<file path="config.mk">
export PLATFORM = sky130hd
export DESIGN_NAME = conv_chan_sched
export DESIGN_NICKNAME = d
export VERILOG_FILES = /design/src/rtl/conv_chan_sched.sv
export SDC_FILE = /design/constraint.sdc
export NUM_CORES = 1
export LEC_CHECK = 0
export CELL_PAD_IN_SITES_DETAIL_PLACEMENT = 1
export CELL_PAD_IN_SITES_GLOBAL_PLACEMENT = 2
export CORE_ASPECT_RATIO = 1.2
export CORE_MARGIN = 5
export CORE_UTILIZATION = 33
export CTS_CLUSTER_DIAMETER = 120
export DETAILED_ROUTE_END_ITERATION = 16
export GPL_ROUTABILITY_DRIVEN = 0
export PLACE_DENSITY_LB_ADDON = 0.1
export SLEW_MARGIN = 20
export SYNTH_ARGS = -nofsm -noshare
export SYNTH_HDL_FRONTEND = slang
export SYNTH_SLANG_ARGS = --single-unit
</file>
<file path="constraint.sdc">
create_clock -name clk -period 4.4 [get_ports clk]
set_clock_uncertainty 0.05 [all_clocks]
set_input_delay 0.44 -clock clk [delete_from_list [all_inputs] [get_ports clk]]
set_output_delay 0.44 -clock clk [all_outputs]
set_load 0.005 [all_outputs]
</file>
<file path="src/rtl/conv_chan_sched.sv">
// Channel scheduler for the shared conv engine: one engine pass per
// output channel, result held on a valid/ready handshake, watchdog on RUN.
module conv_chan_sched #(
  parameter int CHAN    = 10,
  parameter int CHAN_W  = 4,
  parameter int TIMEOUT = 4096
) (
  input  logic              clk,
  input  logic              rst_n,
  input  logic              start,
  input  logic              abort,
  output logic              eng_start,
  output logic [CHAN_W-1:0] eng_chan,
  input  logic              eng_done,
  output logic              res_valid,
  output logic [CHAN_W-1:0] res_chan,
  input  logic              res_ready,
  output logic              busy,
  output logic              frame_done,
  output logic              err
);

  localparam int WD_W = $clog2(TIMEOUT);
  localparam logic [CHAN_W-1:0] LAST_CHAN = CHAN_W'(CHAN - 1);
  localparam logic [WD_W-1:0] WD_LAST = WD_W'(TIMEOUT - 1);

  typedef enum logic [2:0] {
    S_IDLE,
    S_LAUNCH,
    S_RUN,
    S_HOLD,
    S_DONE
  } state_t;

  state_t            state_q, state_d;
  logic [CHAN_W-1:0] chan_q, chan_d;
  logic [WD_W-1:0]   wdog_q, wdog_d;
  logic              err_q, err_d;

  always_ff @(posedge clk) begin
    if (!rst_n) begin
      state_q <= S_IDLE;
      chan_q  <= '0;
      wdog_q  <= '0;
      err_q   <= 1'b0;
    end else begin
      state_q <= state_d;
      chan_q  <= chan_d;
      wdog_q  <= wdog_d;
      err_q   <= err_d;
    end
  end

  always_comb begin
    state_d = state_q;
    chan_d  = chan_q;
    wdog_d  = wdog_q;
    err_d   = err_q;
    // abort outranks every other input once a frame is running
    if (abort && state_q != S_IDLE) begin
      state_d = S_IDLE;
    end else begin
      unique case (state_q)
        S_IDLE: begin
          if (start && !abort) begin
            state_d = S_LAUNCH;
            chan_d  = '0;
            err_d   = 1'b0;
          end
        end
        S_LAUNCH: begin
          state_d = S_RUN;
          wdog_d  = '0;
        end
        S_RUN: begin
          if (eng_done) begin
            state_d = S_HOLD;
          end else if (wdog_q == WD_LAST) begin
            state_d = S_IDLE;
            err_d   = 1'b1;
          end else if (wdog_q != '1) begin
            wdog_d = wdog_q + 1'b1;
          end
        end
        S_HOLD: begin
          if (res_ready) begin
            if (chan_q == LAST_CHAN) begin
              state_d = S_DONE;
            end else begin
              state_d = S_LAUNCH;
              chan_d  = chan_q + 1'b1;
            end
          end
        end
        S_DONE: begin
          state_d = S_IDLE;
        end
        default: begin
          state_d = S_IDLE;
        end
      endcase
    end
  end

  assign busy       = (state_q != S_IDLE);
  assign eng_start  = (state_q == S_LAUNCH);
  assign res_valid  = (state_q == S_HOLD);
  assign frame_done = (state_q == S_DONE);
  assign err        = err_q;
  assign eng_chan   = busy ? chan_q : '0;
  assign res_chan   = res_valid ? chan_q : '0;

endmodule

</file>
# [Word level (Yosys, flattened, before mapping)]
# Index checks and enable logic that the tools add are counted.
[word_totals] word_cells=56 output_inout_bits=13 inputBits=6 reg_bits=20
[op_classes] reduce_logical=13 n_bitwise=2 mux=20 eq_ne=15 addsub=2
[ops] op="$mux W12" count=3
[ops] op="$pmux W12 S2" count=1
[ops] op="$mux W4" count=5
[ops] op="$mux W3" count=5
[ops] op="$reduce_and A5 Y1" count=3
[ops] op="$add A12 B1 Y12 const B" count=1
[ops] op="$eq A12 B12 Y1 const B" count=1
[ops] op="$ne A12 B12 Y1 const B" count=1
[ops] op="$ne A2 B2 Y1 const B" count=6
[ops] op="$pmux W3 S4" count=1
[ops] op="$pmux W4 S2" count=1
[ops] op="$eq A3 B2 Y1 const B" count=2
[ops] op="$reduce_bool A2 Y1" count=3
[ops] op="$add A4 B1 Y4 const B" count=1
[ops] op="$eq A4 B4 Y1 const B" count=1
[ops] op="$eq A3 B1 Y1 const B" count=1
[ops] op="$eq A3 B3 Y1 const B" count=1
[ops] op="$logic_not A3 Y1" count=1
[ops] op="$mux W1" count=3
[ops] op="$ne A3 B3 Y1 const B" count=1
[ops] op="$reduce_and A3 Y1" count=1
[ops] op="$reduce_bool A3 Y1" count=1
[ops] op="$logic_and A1 B1 Y1" count=2
[ops] op="$ne A2 B1 Y1 const B" count=1
[ops] op="other kinds (4)" count=5

# [Logic depth before layout (Yosys ltp)]
[logic_depth] depth_word=5 ltp_mapped=7 ltp_nobuf=7

# [Worst setup path after synthesis]
# Ideal clock, no wire load.
[synth_timing] path_type="input port to flip-flop" from="in abort" to="reg chan_q[1]" n_path_buf=1 arrival_ns=1.565 slack_ns=2.719 setup_time_ns=0.066 t_required_ns=4.284 path_stages=6 cell_sequence="clkbuf_2 > nand2b_1 > a31oi_2 > o211ai_4 > or3_1 > a21boi_2"
[synth_via] elab_chain_len=4 word_cells_on_any_way=6 cone_classes="eq/ne: 1; bitwise: 1; reduce/logical: 4"
[synth_rtl] element="start, declared" line_no="11" rtl="input logic abort,"
[synth_rtl] element="$logic_not A1 Y1" line_no="65" rtl="if (start && !abort) begin"
[synth_rtl] element="$logic_and A1 B1 Y1" line_no="65"
[synth_rtl] element="$ne A2 B2 Y1 (no line)"
[synth_rtl] element="$reduce_and A5 Y1 (no line) (*)"
[synth_rtl] element="end signal, assigned" line_no="48" rtl="chan_q <= chan_d;"
[synth_rtl] element="end, declared" line_no="36" rtl="logic [CHAN_W-1:0] chan_q, chan_d;"
# Every way passes the cells marked *; elsewhere a longest branch is shown, timed or not.
# A chain may end at the register's enable or synchronous reset.

# [Worst setup path after layout]
[layout_timing] from="reg state_q[2]" to="out eng_chan[2]"
[layout_via] elab_chain_len=2
[layout_rtl] element="start, declared" line_no="35" rtl="state_t state_q, state_d;"
[layout_rtl] element="start signal, assigned" line_no="47" rtl="state_q <= state_d;"
[layout_rtl] element="$reduce_bool A3 Y1" line_no="105" rtl="assign busy = (state_q != S_IDLE);"
[layout_rtl] element="$mux W4" line_no="110" rtl="assign eng_chan = busy ? chan_q : '0;"
[layout_rtl] element="end, declared" line_no="13" rtl="output logic [CHAN_W-1:0] eng_chan,"
# Every way passes these cells.

==> flow_summary.json <==
{
  "status": "completed",
  "post-route-min-period_ns": 2.53,
  "rsz0062_at_grt": "false",
  "grt_max_degree": 17,
  "syn_inst": 162,
  "peakVddDrop_v": 0.0000983,
  "synth-xor-area-share_pct": 0,
  "viasPerCell": 5.34,
  "synthTopCellsByCount": "dfxtp_1 (20), o21ai_0 (18), nor2_1 (17), nand2_1 (15), a21oi_1 (8)",
  "drtPass1Iterations": 4,
  "period_share_pct": 57.4,
  "pwr-share-comb_pct": 18.1,
  "hpwl_um": 2770,
  "finalMaxSlewViolations": 0,
  "netlist_area_um2": 1290,
  "yosys.area_share.simple_pct": 33.9,
  "die_area_um2": 5260,
  "hold_violations": 0,
  "fin_tns_setup_ns": 0,
  "cts_resized": 0,
  "syn_to_final_growth_pct": 19.7,
  "swShare_pct": 27.9,
  "worst_skew_pair.late_latency_ns": 0.26,
  "synth-async-reset-ratio_pct": 0,
  "num_vias": 1229,
  "p_seq_share_pct": 46.6,
  "synth_cell_types": 45,
  "grt_busiest_layer": "met2",
  "synth_area_leaders": "dfxtp_1 (31%), o21ai_0 (7.0%), nor2_1 (5.0%)",
  "synth_area_per_cell_um2": 7.95,
  "final_antenna_net_count": 0,
  "synth-edff-count": 0,
  "num_io_pins": 19,
  "wl_per_cell_um": 15.8,
  "first_global_vias": 1290,
  "cap_violations": 0,
  "ys_seq_elements": 20,
  "cts_buffer_depth": 2,
  "arrival_ns": 2.04,
  "power.total_w": 0.000410,
  "fmax_mhz": 396,
  "ff2ff_setup_slack_ns": 2.41,
  "yosysWarnings": 0,
  "worst_setup_path_start_kind": "flip-flop",
  "diodes": 0,
  "finalSetupViolations": 0,
  "grt_overflow": 0,
  "grt_use_met2_pct": 27.9,
  "synth_top_family_by_area": "simple AND/OR/NAND/NOR gates",
  "cp_data_required_time_ns": 3.91,
  "cts_tree": "built",
  "crit_fanout": 10,
  "post_cts_buffers": 0,
  "synthAdderAreaFrac_pct": 2.92,
  "worst_pin_slew_ns": 0.539,
  "cts-buffers-inserted": 3,
  "track_usage_pct": 15.2,
  "pwr-share-clk_pct": 35.3,
  "placementRows": 24,
  "clk_pin_slew_ns": 0.08,
  "core-area_um2": 3690,
  "muxShareOfSynthArea_pct": 0,
  "die_h_um": 78.4,
  "die_w_um": 67.0,
  "power.leakage_nw": 0.583,
  "p_int_w": 0.000296,
  "synth_top_area_share_pct": 31.1,
  "port_buffers": 18,
  "layout.nets": 188,
  "syn_nets": 171,
  "relSlewSlack_pct": 63.2,
  "grt_util_met1_pct": 17.5,
  "start_util_pct": 34.9,
  "postRouteWirelength_um": 3630,
  "htreeDepth": 1,
  "synth-seq-area-share_pct": 31.1,
  "synth_top_area_cell": "dfxtp_1",
  "critPathKind": "flip-flop to output port",
  "drive_gt1_share_pct": 11.2,
  "drc_errors": 0,
  "grt_use_met3_pct": 2.57,
  "synth_compound_area_share_pct": 26.4,
  "power_density_nw_per_um2": 266,
  "synth.most_common_cell": "dfxtp_1",
  "worstSetupEndpointType": "output port",
  "cts_hold_buf": 0,
  "cts_sinks": 20,
  "synth_top_flop_cell": "dfxtp_1",
  "power.switching_w": 0.000115,
  "hp-class": "flip-flop to flip-flop",
  "root_buffer": "clkbuf_8",
  "antenna_found_initial": 0,
  "drt_iter0_drc": 74,
  "grt_pass1_wl_um": 6250
}
worst max-delay path, cell delays in order, from the launching register on:
cell and delay (ns):
dfxtp_1 0.44, or3_1 0.60, and2_2 0.27, clkdlybuf4s50_1 0.45
registers in the layout, indices dropped and copies added (netlist names):
| name | cells |
|---|---|
| err | 1 |
| wdog_q | 12 |
| chan_q | 4 |
| state_q | 3 |
cell usage in the layout, fill, tap and decap left out, types with 2 or more instances in the layout:
cell type / instances
o21ai_0: 18
o31ai_1: 3
a31oi_2: 2
clkbuf_8: 4
nor2_1: 17
and2_2: 5
ha_1: 3
and3b_1: 2
and2_1: 4
nand3_1: 6
a31oi_1: 5
dfxtp_1: 20
or3_1: 3
nand4_1: 4
nor3_1: 4
clkdlybuf4s50_1: 18
a21boi_0: 2
o211ai_1: 2
inv_1: 7
nand2_1: 15
and3_1: 4
o21ai_1: 2
a21oi_1: 8
stage by stage:
step | cell area (um2) | util (%) | worst slack, ns | instances | hold WS (ns)
after global routing | 1540 | 41.7 | 1.78 | 230 | 0.462
after global placement | 1490 | 40.2 | 2.09 | 226 | 0.398
final | 1540 | 41.7 | 1.87 | 230 | 0.425
after CTS | 1540 | 41.7 | 1.87 | 230 | 0.423
after detailed placement | 1490 | 40.2 | 2.00 | 226 | 0.412
after floorplan | 1290 | - | 2.72 | 162 | 0.378
cell families after synthesis:
family,after synthesis
simple gates,76
fa+ha+maj,3
flops,20
compound gates,50
buf+inv,13
final timing paths:
| path | start | to | cells after the start |
|---|---|---|---|
| min reg2reg | wdog_q[11] | wdog_q[11] | 1 |
| min | wdog_q[11] | wdog_q[11] | 1 |
| max reg2reg | state_q[2] | chan_q[1] | 6 |
| max | state_q[2] | eng_chan[2] | 3 |
area by class of cell:
type,count,area [um2]
inverters,7,26.3
multi-input cells,129,815
fillers,468,2150
repair buffers,18,180
well taps,52,65.1
flip-flops and latches,20,400
clock buffers,4,55.1
per-layer routing:
metal	up-vias	wire [um]
li1	622	-
met1	589	1580
met2	14	1920
met3	4	81
met4	0	44
met5	-	0
power by group through the flow:
| stage | Clock, W | Combinational [W] | Sequential [W] |
|---|---|---|---|
| CTS | 0.000151 | 0.0000754 | 0.000191 |
| detailed placement | 0 | 0.0000749 | 0.000195 |
| floorplan | 0 | 0.0000568 | 0.000191 |
| global route | 0.000158 | 0.0000815 | 0.000192 |
| global placement | 0 | 0.0000729 | 0.000195 |
| finish | 0.000145 | 0.0000742 | 0.000191 |
No activity file was read; power rests on OpenSTA's default activity.
